`src/rtl/mem_bus_arbiter.sv`:
```
// Two-master (instruction fetch / data) arbiter onto one shared memory slave port, with a wait-cycle timeout.
// Define ARB_ROUND_ROBIN_EN for alternating tie-break; otherwise the data port wins every tie.
module mem_bus_arbiter #(
    parameter int unsigned TIMEOUT_CYC = 15
) (
    input  logic        clk,
    input  logic        rst,
    input  logic        i_req,
    input  logic [31:0] i_addr,
    output logic [31:0] i_rdata,
    output logic        i_ack,
    input  logic        d_req,
    input  logic        d_we,
    input  logic [3:0]  d_sel,
    input  logic [31:0] d_addr,
    input  logic [31:0] d_wdata,
    output logic [31:0] d_rdata,
    output logic        d_ack,
    output logic        m_req,
    output logic        m_we,
    output logic [3:0]  m_sel,
    output logic [31:0] m_addr,
    output logic [31:0] m_wdata,
    input  logic [31:0] m_rdata,
    input  logic        m_ack,
    output logic        stall_i,
    output logic        stall_d,
    output logic        bus_err
);

    localparam logic [7:0] TIMEOUT_LIM = 8'(TIMEOUT_CYC);

    typedef enum logic [1:0] {
        IDLE,
        GNT_I,
        GNT_D
    } state_t;

    state_t     state, state_nxt;
    logic [7:0] wait_cnt, wait_cnt_nxt;
    logic       tie_to_d;
    logic       pick_d;

`ifdef ARB_ROUND_ROBIN_EN
    // Last-grant flag: 0 = fetch port granted last, 1 = data port granted last.
    logic last_d, last_d_nxt;

    always_ff @(posedge clk or negedge rst) begin
        if (!rst) begin
            last_d <= 1'b0;
        end else begin
            last_d <= last_d_nxt;
        end
    end

    always_comb begin
        last_d_nxt = last_d;
        if (state == IDLE && (i_req || d_req)) begin
            last_d_nxt = pick_d;
        end
    end

    assign tie_to_d = !last_d;
`else
    assign tie_to_d = 1'b1;
`endif

    assign pick_d = d_req && (!i_req || tie_to_d);

    always_ff @(posedge clk or negedge rst) begin
        if (!rst) begin
            state    <= IDLE;
            wait_cnt <= '0;
        end else begin
            state    <= state_nxt;
            wait_cnt <= wait_cnt_nxt;
        end
    end

    always_comb begin
        state_nxt    = state;
        wait_cnt_nxt = wait_cnt;
        m_req        = 1'b0;
        m_we         = 1'b0;
        m_sel        = '0;
        m_addr       = '0;
        m_wdata      = '0;
        i_ack        = 1'b0;
        i_rdata      = '0;
        d_ack        = 1'b0;
        d_rdata      = '0;
        bus_err      = 1'b0;

        case (state)
            IDLE: begin
                // Counter is cleared here so every grant starts counting from zero.
                wait_cnt_nxt = '0;
                if (pick_d) begin
                    state_nxt = GNT_D;
                end else if (i_req) begin
                    state_nxt = GNT_I;
                end
            end

            GNT_I: begin
                m_req  = 1'b1;
                m_addr = i_addr;
                m_sel  = 4'hF;
                if (m_ack) begin
                    i_ack     = 1'b1;
                    i_rdata   = m_rdata;
                    state_nxt = IDLE;
                end else if (wait_cnt == TIMEOUT_LIM) begin
                    i_ack     = 1'b1;
                    bus_err   = 1'b1;
                    state_nxt = IDLE;
                end else begin
                    wait_cnt_nxt = wait_cnt + 8'd1;
                end
            end

            GNT_D: begin
                m_req   = 1'b1;
                m_we    = d_we;
                m_sel   = d_sel;
                m_addr  = d_addr;
                m_wdata = d_wdata;
                if (m_ack) begin
                    d_ack     = 1'b1;
                    d_rdata   = m_rdata;
                    state_nxt = IDLE;
                end else if (wait_cnt == TIMEOUT_LIM) begin
                    d_ack     = 1'b1;
                    bus_err   = 1'b1;
                    state_nxt = IDLE;
                end else begin
                    wait_cnt_nxt = wait_cnt + 8'd1;
                end
            end

            default: begin
                state_nxt = IDLE;
            end
        endcase
    end

    // Gated by rst so that every output reads 0 while reset is held, even with requests pending.
    assign stall_i = rst & i_req & ~i_ack;
    assign stall_d = rst & d_req & ~d_ack;

endmodule

```
`config.mk`:
```
export PLATFORM = sky130hd
export DESIGN_NAME = mem_bus_arbiter
export DESIGN_NICKNAME = d
export VERILOG_FILES = /design/src/rtl/mem_bus_arbiter.sv
export SDC_FILE = /design/constraint.sdc
export NUM_CORES = 1
export LEC_CHECK = 0
export ABC_AREA = 0
export BUFFER_PORTS_ARGS = -buffer_cell sky130_fd_sc_hd__buf_2
export CAP_MARGIN = 20
export CORE_AREA = 2 2 109 111
export DETAILED_ROUTE_END_ITERATION = 8
export DIE_AREA = 0 0 111 113
export SYNTH_ARGS = -nofsm -noshare
export SYNTH_HDL_FRONTEND = slang
export SYNTH_SLANG_ARGS = --single-unit
export TNS_END_PERCENT = 100
```
`constraint.sdc`:
```
create_clock -name clk -period 2.26 [get_ports clk]
set_input_delay 0.226 -clock clk [delete_from_list [all_inputs] [get_ports clk]]
set_output_delay 0.226 -clock clk [all_outputs]
set_load 0.03 [all_outputs]
```
* Yosys cells after proc, flatten, opt, wreduce, memory -nomap -nowiden
Cells that the tools add are included.
** Operators by class
- Equal/unequal tests :: 7
- Reduce and logical (&&, ||, !) cells :: 5
- Multiplexer cells :: 22
- Add/sub/neg operators :: 1
- Bitwise operators :: 6
** Operator list (count)
- 32-bit two-way mux :: 4
- 32-bit case mux with 2 select lines :: 1
- 8-bit two-way mux :: 2
- 8-bit case mux with 2 select lines :: 1
- 8-bit by 1-bit adder with 8-bit output (second input constant) :: 1
- 8-bit by 4-bit == test with 1-bit output (second input constant) :: 1
- 1-bit two-way mux :: 8
- 2-bit two-way mux :: 4
- 4-bit case mux with 2 select lines :: 1
- 1-bit bitwise AND :: 4
- 2-bit != test (second input constant) :: 2
- 2-bit case mux with 2 select lines :: 1
- 3-bit by 1-bit != test with 1-bit output (second input constant) :: 1
- 3-bit != test (second input constant) :: 1
- 3-bit AND reduction :: 1
- 2-bit by 1-bit == test with 1-bit output (second input constant) :: 1
- 2-bit == test (second input constant) :: 1
- 2-bit logical NOT :: 1
- 1-bit inverter :: 2
- 2-bit AND reduction :: 1
- 2-bit nonzero test :: 1
- 2-bit OR reduction :: 1
** Storage, ports and cells
- Input port bits :: 138
- Logic and storage cells :: 43
- Register bits :: 10
- Output and inout bits :: 139

* Longest topological paths before layout
Gate-level depths: netlist (run 1).
- Depth after elaboration :: 6
- Mapped depth :: 7
- Gate-level depth less buffers :: 6

* Least setup slack after synthesis (run 1)
OpenSTA, ideal clock, no wires.
- Path kind :: register to output
- Start point :: reg state[0]
- End point :: out bus_err
- Buffers on the path :: 1
- Data required time :: 2.034 ns
- Stages on the path, launching flop included :: 6
- Arrival time :: 2.218 ns
- Setup slack :: -0.184 ns
- Cell sequence :: dfrtp_1 -> inv_1 -> ha_1 -> inv_1 -> clkbuf_1 -> nor4_1
** Between the ends
- Cells in the longest elaborated chain, start to end :: 3
- Elaborated cells between the ends (all ways) :: 4
- Classes of those cells :: eq/ne (2); mux (1); reduce/logical (1)
** RTL lines
- start, declared :: line 39 : state_t state, state_nxt;
- start signal, assigned :: line 75 : state <= state_nxt;
- 2-bit == test or 2-bit by 1-bit == test with 1-bit output (tied branches) :: line 94 : case (state)
- 2-bit OR reduction (no line) (*)
- 1-bit two-way mux (*)
- end, declared :: line 28 : output logic bus_err
Every way passes the cells marked *; elsewhere a longest branch is shown, timed or not.

* Worst setup path in the final report (run 1)
- Start point :: reg wait_cnt[4]
- End point :: out stall_i
** Between the ends
- Cells in the longest elaborated chain, start to end :: 6
** RTL lines
- start, declared :: line 40 : logic [7:0] wait_cnt, wait_cnt_nxt;
- start signal, assigned :: line 76 : wait_cnt <= wait_cnt_nxt;
- 8-bit by 4-bit == test with 1-bit output :: line 113 : end else if (wait_cnt == TIMEOUT_LIM) begin
- 1-bit two-way mux :: line 113
- 1-bit two-way mux
- 1-bit two-way mux :: line 94
- 1-bit inverter :: line 148 : assign stall_i = rst & i_req & ~i_ack;
- 1-bit bitwise AND :: line 148
- end, declared :: line 26 : output logic stall_i,
Every way passes these cells.

==> flow_metrics.tcl, run 1 <==
set metrics [dict create \
    dpl.hpwl_um 8195 \
    synthArstFlopShare 1.000 \
    die_width_um 111 \
    number_of_standard_cells_after_synthesis 282 \
    rr_startpoint "wait_cnt[4]" \
    detail_route.wl_per_cell_um 14.78 \
    finalHoldViolations 0 \
    post-synth-top-area-cell "sky130_fd_sc_hd__and3_1" \
    comb_power_share 0.839 \
    synth.top_cells.by_area "sky130_fd_sc_hd__and3_1 (22%), sky130_fd_sc_hd__dfrtp_1 (14%), sky130_fd_sc_hd__a22oi_1 (13%), sky130_fd_sc_hd__and2_1 (12%), sky130_fd_sc_hd__nor2_1 (8.4%)" \
    finalClockSkew_ns 0.002427 \
    grt_setup_unrepaired "no" \
    antenna_found_initial 2 \
    clock_insertion_delay_worst_skew_ns 0.24 \
    yosysWarnings 0 \
    post_synth.cell_area_avg_um2 6.509 \
    clock_tree_from_tritoncts "yes" \
    rr_worst_depth 4 \
    cts.clk_slew.worst_paths_ns 0.04 \
    detailedPlace.worstSlack_ns 0.3456 \
    top_level_ports 277 \
    timing_worst_slew_pin_value_ns 0.4495 \
    final_antenna_net_count 0 \
    timing.final.crit_period_ns 2.146 \
    power.ir.vdd_worst_mv 0.5411 \
    final_layout_size_suffix_gt1_frac 0.5493 \
    synth_most_common_cell "sky130_fd_sc_hd__and3_1" \
    net_switching_share_of_the_total_power 0.6114 \
    power_frac_seq 0.065 \
    power_density_mw_per_mm2 1061 \
    effective_utilization_at_floorplan 0.1628 \
    cell_at_the_slowest_stage_of_the_critical_path "sky130_fd_sc_hd__or4_4" \
    hold_path_end "state[0]" \
    timing.reg2reg.setup_slack_ns 0.54 \
    crit_chain "or4_4 > o21ai_4 > and2_1 > nor2_1 > buf_2" \
    run_status "finished clean" \
    synth_seq_cells 10 \
    postSynthNetCount 425 \
    ys_dominant_reg_cell "sky130_fd_sc_hd__dfrtp_1" \
    grt_use_total 0.1441 \
    avgViaCountPerCell 4.396 \
    htree_num_levels 1 \
    post-synth-top-area-fraction 0.2249 \
    criticalPathCategory "register to output pin" \
    numPortBuffers 276 \
    cp.required_ns 2.03 \
    slew_headroom 0.7004 \
    critical_path.reg2reg.endpoint "wait_cnt[5]" \
    min_path_type "primary input to register" \
    max_cap_viol_count 0 \
    final-setup-viol-count 0 \
    wl_um 10080 \
    clock_tree.buffer_depth 2 \
    p_leak_nw 2.270 \
    hold_path_depth 3 \
    synth.cells.most_frequent "sky130_fd_sc_hd__and3_1 (66), sky130_fd_sc_hd__nor2_1 (41), sky130_fd_sc_hd__and2_1 (35)" \
    clockPowerShare 0.096 \
    worstHoldStart "d_req" \
    number_of_global_route_vias_before_repair 2639 \
    clock.fmax_ghz 0.4660 \
    setup.worst_path.start_class "register" \
    overflow 0 \
    setup_total_negative_slack_ns 0 \
    drc 0 \
    floorplan.core_area_mm2 0.01127 \
    synth-edff-count 0 \
    cts-root-buf "sky130_fd_sc_hd__clkbuf_16" \
    ys_seq_area_frac 0.1363 \
    syn2layout_area_growth_pct 90.73 \
    rows 39 \
    worst-path-max-fanout 8 \
    numCtsBuffers 3 \
    cpPeakStageDelay_ns 0.63 \
    grt_max_degree 65 \
    internal_power_mw 1.444 \
    detailroute.via_count 2998 \
    drt_pre_antenna_iters 7 \
    synth.lib_cells_used.distinct 30 \
    report.final.slew_viol_count 0 \
    grt_pass1_wl_um 14810 \
    timing.final.ws_setup_ns 0.1141 \
    die_height_um 113 \
    num-nets-final 681 \
    clkSinkCount 10 \
    period_share 0.9495 \
    cp.arrival_ns 1.92 \
    detail_route.iter0.violations 209 \
    worst_setup_path_end_kind "output pin" \
    gpl.final_weighted_congestion 0.8204 \
    switching_power_mw 2.271 \
    post_synth_instance_area_mm2 0.001836 \
    die-area_mm2 0.01254 \
]
sequential cells by signal, indices dropped and copies added, names as in the netlist:
signal,count
state,2
wait_cnt,8
through the flow:
stage | utilization | instance area (um^2) | power (mW) | std cells | hold slack [ns]
final | 0.3106 | 3501 | 3.715 | 682 | 0.2899
after global routing | 0.3106 | 3501 | 3.970 | 682 | 0.3113
after CTS | 0.3081 | 3473 | 3.720 | 680 | 0.2907
after detailed placement | 0.2994 | 3374 | 3.351 | 675 | 0.1292
after global placement | 0.2994 | 3374 | 3.351 | 675 | 0.1272
after floorplan | - | 1842 | 2.320 | 282 | -0.06959
layer usage:
layer  global-route usage  part of all wire  wire [um]
met5                    0                 0          0
met4              0.04500             0.030        301
met3              0.02999             0.070        704
met2               0.2348              0.47       4772
met1               0.1919              0.43       4299
final cells by class:
cell class	instances	area (um^2)
diodes	2	5.005
clock buffers	4	88.84
fillers	1270	7771
inverters	5	18.77
multi-input cells	233	1458
flip-flops and latches	10	250.2
well taps	143	178.9
repair buffers	285	1501
power by group through the flow:
stage	registers, mW	logic [mW]	clock network [mW]
after floorplan	0.231	2.09	0
after global placement	0.238	3.11	0
after detailed placement	0.238	3.11	0
after CTS	0.235	3.12	0.365
after global routing	0.246	3.35	0.377
final	0.240	3.12	0.357
layout by cell type (no fill, tap or decap), types with 3 or more instances in the layout:
master,count
sky130_fd_sc_hd__clkbuf_16,3
sky130_fd_sc_hd__buf_4,4
sky130_fd_sc_hd__ha_1,3
sky130_fd_sc_hd__and3_1,66
sky130_fd_sc_hd__buf_2,276
sky130_fd_sc_hd__a21oi_1,8
sky130_fd_sc_hd__inv_1,5
sky130_fd_sc_hd__and2_1,35
sky130_fd_sc_hd__dfrtp_1,10
sky130_fd_sc_hd__nor2_1,41
sky130_fd_sc_hd__nand2_1,13
sky130_fd_sc_hd__o211ai_1,4
sky130_fd_sc_hd__nand3_1,6
sky130_fd_sc_hd__buf_12,4
sky130_fd_sc_hd__a22oi_1,32
sky130_fd_sc_hd__o311ai_0,3
how the worst max path moves through the flow:
stage	start	endpoint	slack [ns]	depth (start not counted)
6_report	wait_cnt[4]	stall_i	0.11	5
5_1_grt	wait_cnt[4]	stall_i	0.03	5
4_1_cts	wait_cnt[4]	stall_d	0.08	5
2_1_floorplan	state[0]	bus_err	0.14	5
3_5_place_dp	wait_cnt[4]	stall_d	0.35	5
3_3_place_gp	wait_cnt[4]	stall_d	0.36	5
worst max-delay path, delay by kind of cell, from the launching register on:
| family | cells | cell delay, ns |
|---|---|---|
| buf+inv | 1 | 0.17 |
| flops | 1 | 0.45 |
| simple gates | 3 | 0.86 |
| compound gates | 1 | 0.20 |
logic make-up (layout without fill, tap and decap cells):
| group | Yosys count | in the layout | synth area share |
|---|---|---|---|
| adders and majority gates | 5 | 5 | 0.03408 |
| AOI/OAI and AO/OA | 55 | 55 | 0.2243 |
| other | 0 | 2 | 0 |
| and+or+nand+nor | 172 | 172 | 0.5119 |
| DFF | 10 | 10 | 0.1363 |
| muxes | 1 | 1 | 0.005454 |
| buffers and inverters | 39 | 294 | 0.08793 |
timing repair:
action / 4_1_cts / 5_1_grt
endpoints found under the hold margin: 10 / 0
buffers inserted: 0 / 0
setup endpoints to repair: 0 / 5
hold buffers: 1 / 0
gates resized for setup: 0 / 3
Note: power is estimated with default switching activity, not from simulation.
==> run 2: changes to the inputs <==
--- a/config.mk
+++ b/config.mk
@@ -8,9 +8,12 @@
 export ABC_AREA = 0
 export BUFFER_PORTS_ARGS = -buffer_cell sky130_fd_sc_hd__buf_2
 export CAP_MARGIN = 20
-export CORE_AREA = 2 2 109 111
+export CELL_PAD_IN_SITES_DETAIL_PLACEMENT = 1
+export CELL_PAD_IN_SITES_GLOBAL_PLACEMENT = 1
+export CORE_AREA = 2 2 107 109
 export DETAILED_ROUTE_END_ITERATION = 8
-export DIE_AREA = 0 0 111 113
+export DIE_AREA = 0 0 109 111
+export PLACE_DENSITY_LB_ADDON = 0.1
 export SYNTH_ARGS = -nofsm -noshare
 export SYNTH_HDL_FRONTEND = slang
 export SYNTH_SLANG_ARGS = --single-unit
==> flow_metrics.tcl, run 2 (synthesis results as in run 1) <==
set metrics [dict create \
    run_status "finished clean" \
    timing_worst_slew_pin_value_ns 0.4524 \
    gpl.final_weighted_congestion 0.8308 \
    detail_route.wl_per_cell_um 17.09 \
    dpl.hpwl_um 9505 \
    avgViaCountPerCell 4.483 \
    die-area_mm2 0.01210 \
    clock_tree_from_tritoncts "yes" \
    number_of_global_route_vias_before_repair 2955 \
    cts.clk_slew.worst_paths_ns 0.04 \
    largest_register_ffs 8 \
    antenna_found_initial 6 \
    grt_max_degree 79 \
    detailroute.via_count 3053 \
    min_path_type "primary input to register" \
    crit_path_buf_inv_count 1 \
    overflow 0 \
    numPortBuffers 276 \
    effective_utilization_at_floorplan 0.1657 \
    top_level_ports 277 \
    crit_chain "ha_1 > nand3_1 > o21ai_4 > and2_1 > nor2_1 > buf_2" \
    cpPeakStageDelay_ns 0.40 \
    largest_register "wait_cnt" \
    clock_insertion_delay_worst_skew_ns 0.24 \
    hold_slack_ns 0.2890 \
    die_width_um 109 \
    syn2layout_area_growth_pct 88.48 \
    drt_pre_antenna_iters 6 \
    power_density_mw_per_mm2 1057 \
    timing.final.crit_period_ns 2.153 \
    rows 39 \
    detail_route.iter0.violations 141 \
    setup_total_negative_slack_ns 0 \
    clock_tree.buffer_depth 2 \
    finalHoldViolations 0 \
    finalCoreUtilization 0.3123 \
    clock.fmax_ghz 0.4644 \
    final-setup-viol-count 0 \
    finalClockSkew_ns 0.001600 \
    grt_pass1_wl_um 16950 \
    report.final.slew_viol_count 0 \
    worst-path-max-fanout 7 \
    max_cap_viol_count 0 \
    largestRegisters "wait_cnt: 8 flops, state: 2 flops" \
    worst_setup_path_end_kind "output pin" \
    die_height_um 111 \
    p_leak_nw 2.258 \
    clkSinkCount 10 \
    floorplan.core_area_mm2 0.01108 \
    criticalPathCategory "register to output pin" \
    grt_setup_unrepaired "no" \
    period_share 0.9527 \
    slew_headroom 0.6984 \
    grt_use_total 0.1816 \
    critPathTopFamily "simple AND/OR/NAND/NOR gates" \
    final_antenna_net_count 0 \
    power.ir.vdd_worst_mv 0.5410 \
    numCtsBuffers 3 \
    total_power_mw 3.657 \
    layout_common_cells "sky130_fd_sc_hd__buf_2 (276), sky130_fd_sc_hd__and3_1 (66), sky130_fd_sc_hd__nor2_1 (41), sky130_fd_sc_hd__and2_1 (35), sky130_fd_sc_hd__a22oi_1 (32)" \
    setup.worst_path.start_class "register" \
    most_common_cell_after_layout_fill_and_taps_aside "sky130_fd_sc_hd__buf_2" \
    cell_at_the_slowest_stage_of_the_critical_path "sky130_fd_sc_hd__dfrtp_1" \
    cp.arrival_ns 1.93 \
    fill_cells 1444 \
    final_layout_size_suffix_gt1_frac 0.5466 \
    cp.required_ns 2.03 \
    wl_um 11640 \
    drc 0 \
    num-nets-final 681 \
    cts-root-buf "sky130_fd_sc_hd__clkbuf_16" \
    htree_num_levels 1 \
]
run 2: changes by cell type in the layout (fill, tap and decap cells not counted), sizes merged:
cell / previous run / this run
clkbuf: 4 / 3
run 2: final timing paths:
path | startpoint | end | slack (ns) | cells past startpoint
setup / recovery | wait_cnt[0] | stall_i | 0.11 | 6
hold / removal | d_req | state[0] | 0.29 | 3
setup reg to reg | wait_cnt[0] | wait_cnt[5] | 0.39 | 5
hold reg to reg | wait_cnt[6] | wait_cnt[6] | 0.58 | 2
max in group asynchronous | rst | wait_cnt[0] | 1.62 | 2
min in group asynchronous | rst | wait_cnt[7] | 0.41 | 2
run 2: what timing repair did:
action                     in CTS  in global routing
setup endpoints to repair       0                  2
hold buffers                    1                  0
hold endpoints to repair       10                  0
resized for setup               0                  1
setup buffers                   0                  0
run 2: per-stage QoR:
| step | std cells | setup slack [ns] | cell area [um^2] |
|---|---|---|---|
| after floorplan | 282 | 0.1363 | 1842 |
| after global placement | 675 | 0.3326 | 3362 |
| after detailed placement | 675 | 0.3201 | 3362 |
| after CTS | 679 | 0.05612 | 3447 |
| after global routing | 679 | 0.008218 | 3455 |
| final | 681 | 0.1068 | 3460 |
run 2: cell type report:
type,instances,area (um^2),area share
clock buffers,3,75.07,0.02170
inverters,5,18.77,0.005425
repair buffers,285,1489,0.4304
diodes,2,5.005,0.001447
flip-flops and latches,10,250.2,0.07233
multi-input cells,233,1443,0.4170
well taps,143,178.9,0.05172
run 2: worst min-delay path: stages:
cell,delay [ns]
sky130_fd_sc_hd__buf_2,0.10
sky130_fd_sc_hd__nand2b_1,0.10
sky130_fd_sc_hd__a21oi_1,0.06
run 2: metal layers:
| layer | track usage | wire length [um] | up-vias | part of all wire |
|---|---|---|---|---|
| met5 | 0 | 55 | - | 0.0047 |
| met4 | 0.02564 | 114 | 8 | 0.0098 |
| met3 | 0.07349 | 1100 | 16 | 0.095 |
| met2 | 0.3342 | 6192 | 115 | 0.53 |
| met1 | 0.1956 | 4174 | 1397 | 0.36 |
| li1 | - | - | 1517 | - |
run 2: power breakdown:
group          internal (mW)  leakage [nW]  total [mW]  switching [mW]
clock                  0.230        0.0370       0.315          0.0856
combinational          0.933          2.08        3.10            2.17
sequential             0.208         0.136       0.238          0.0296
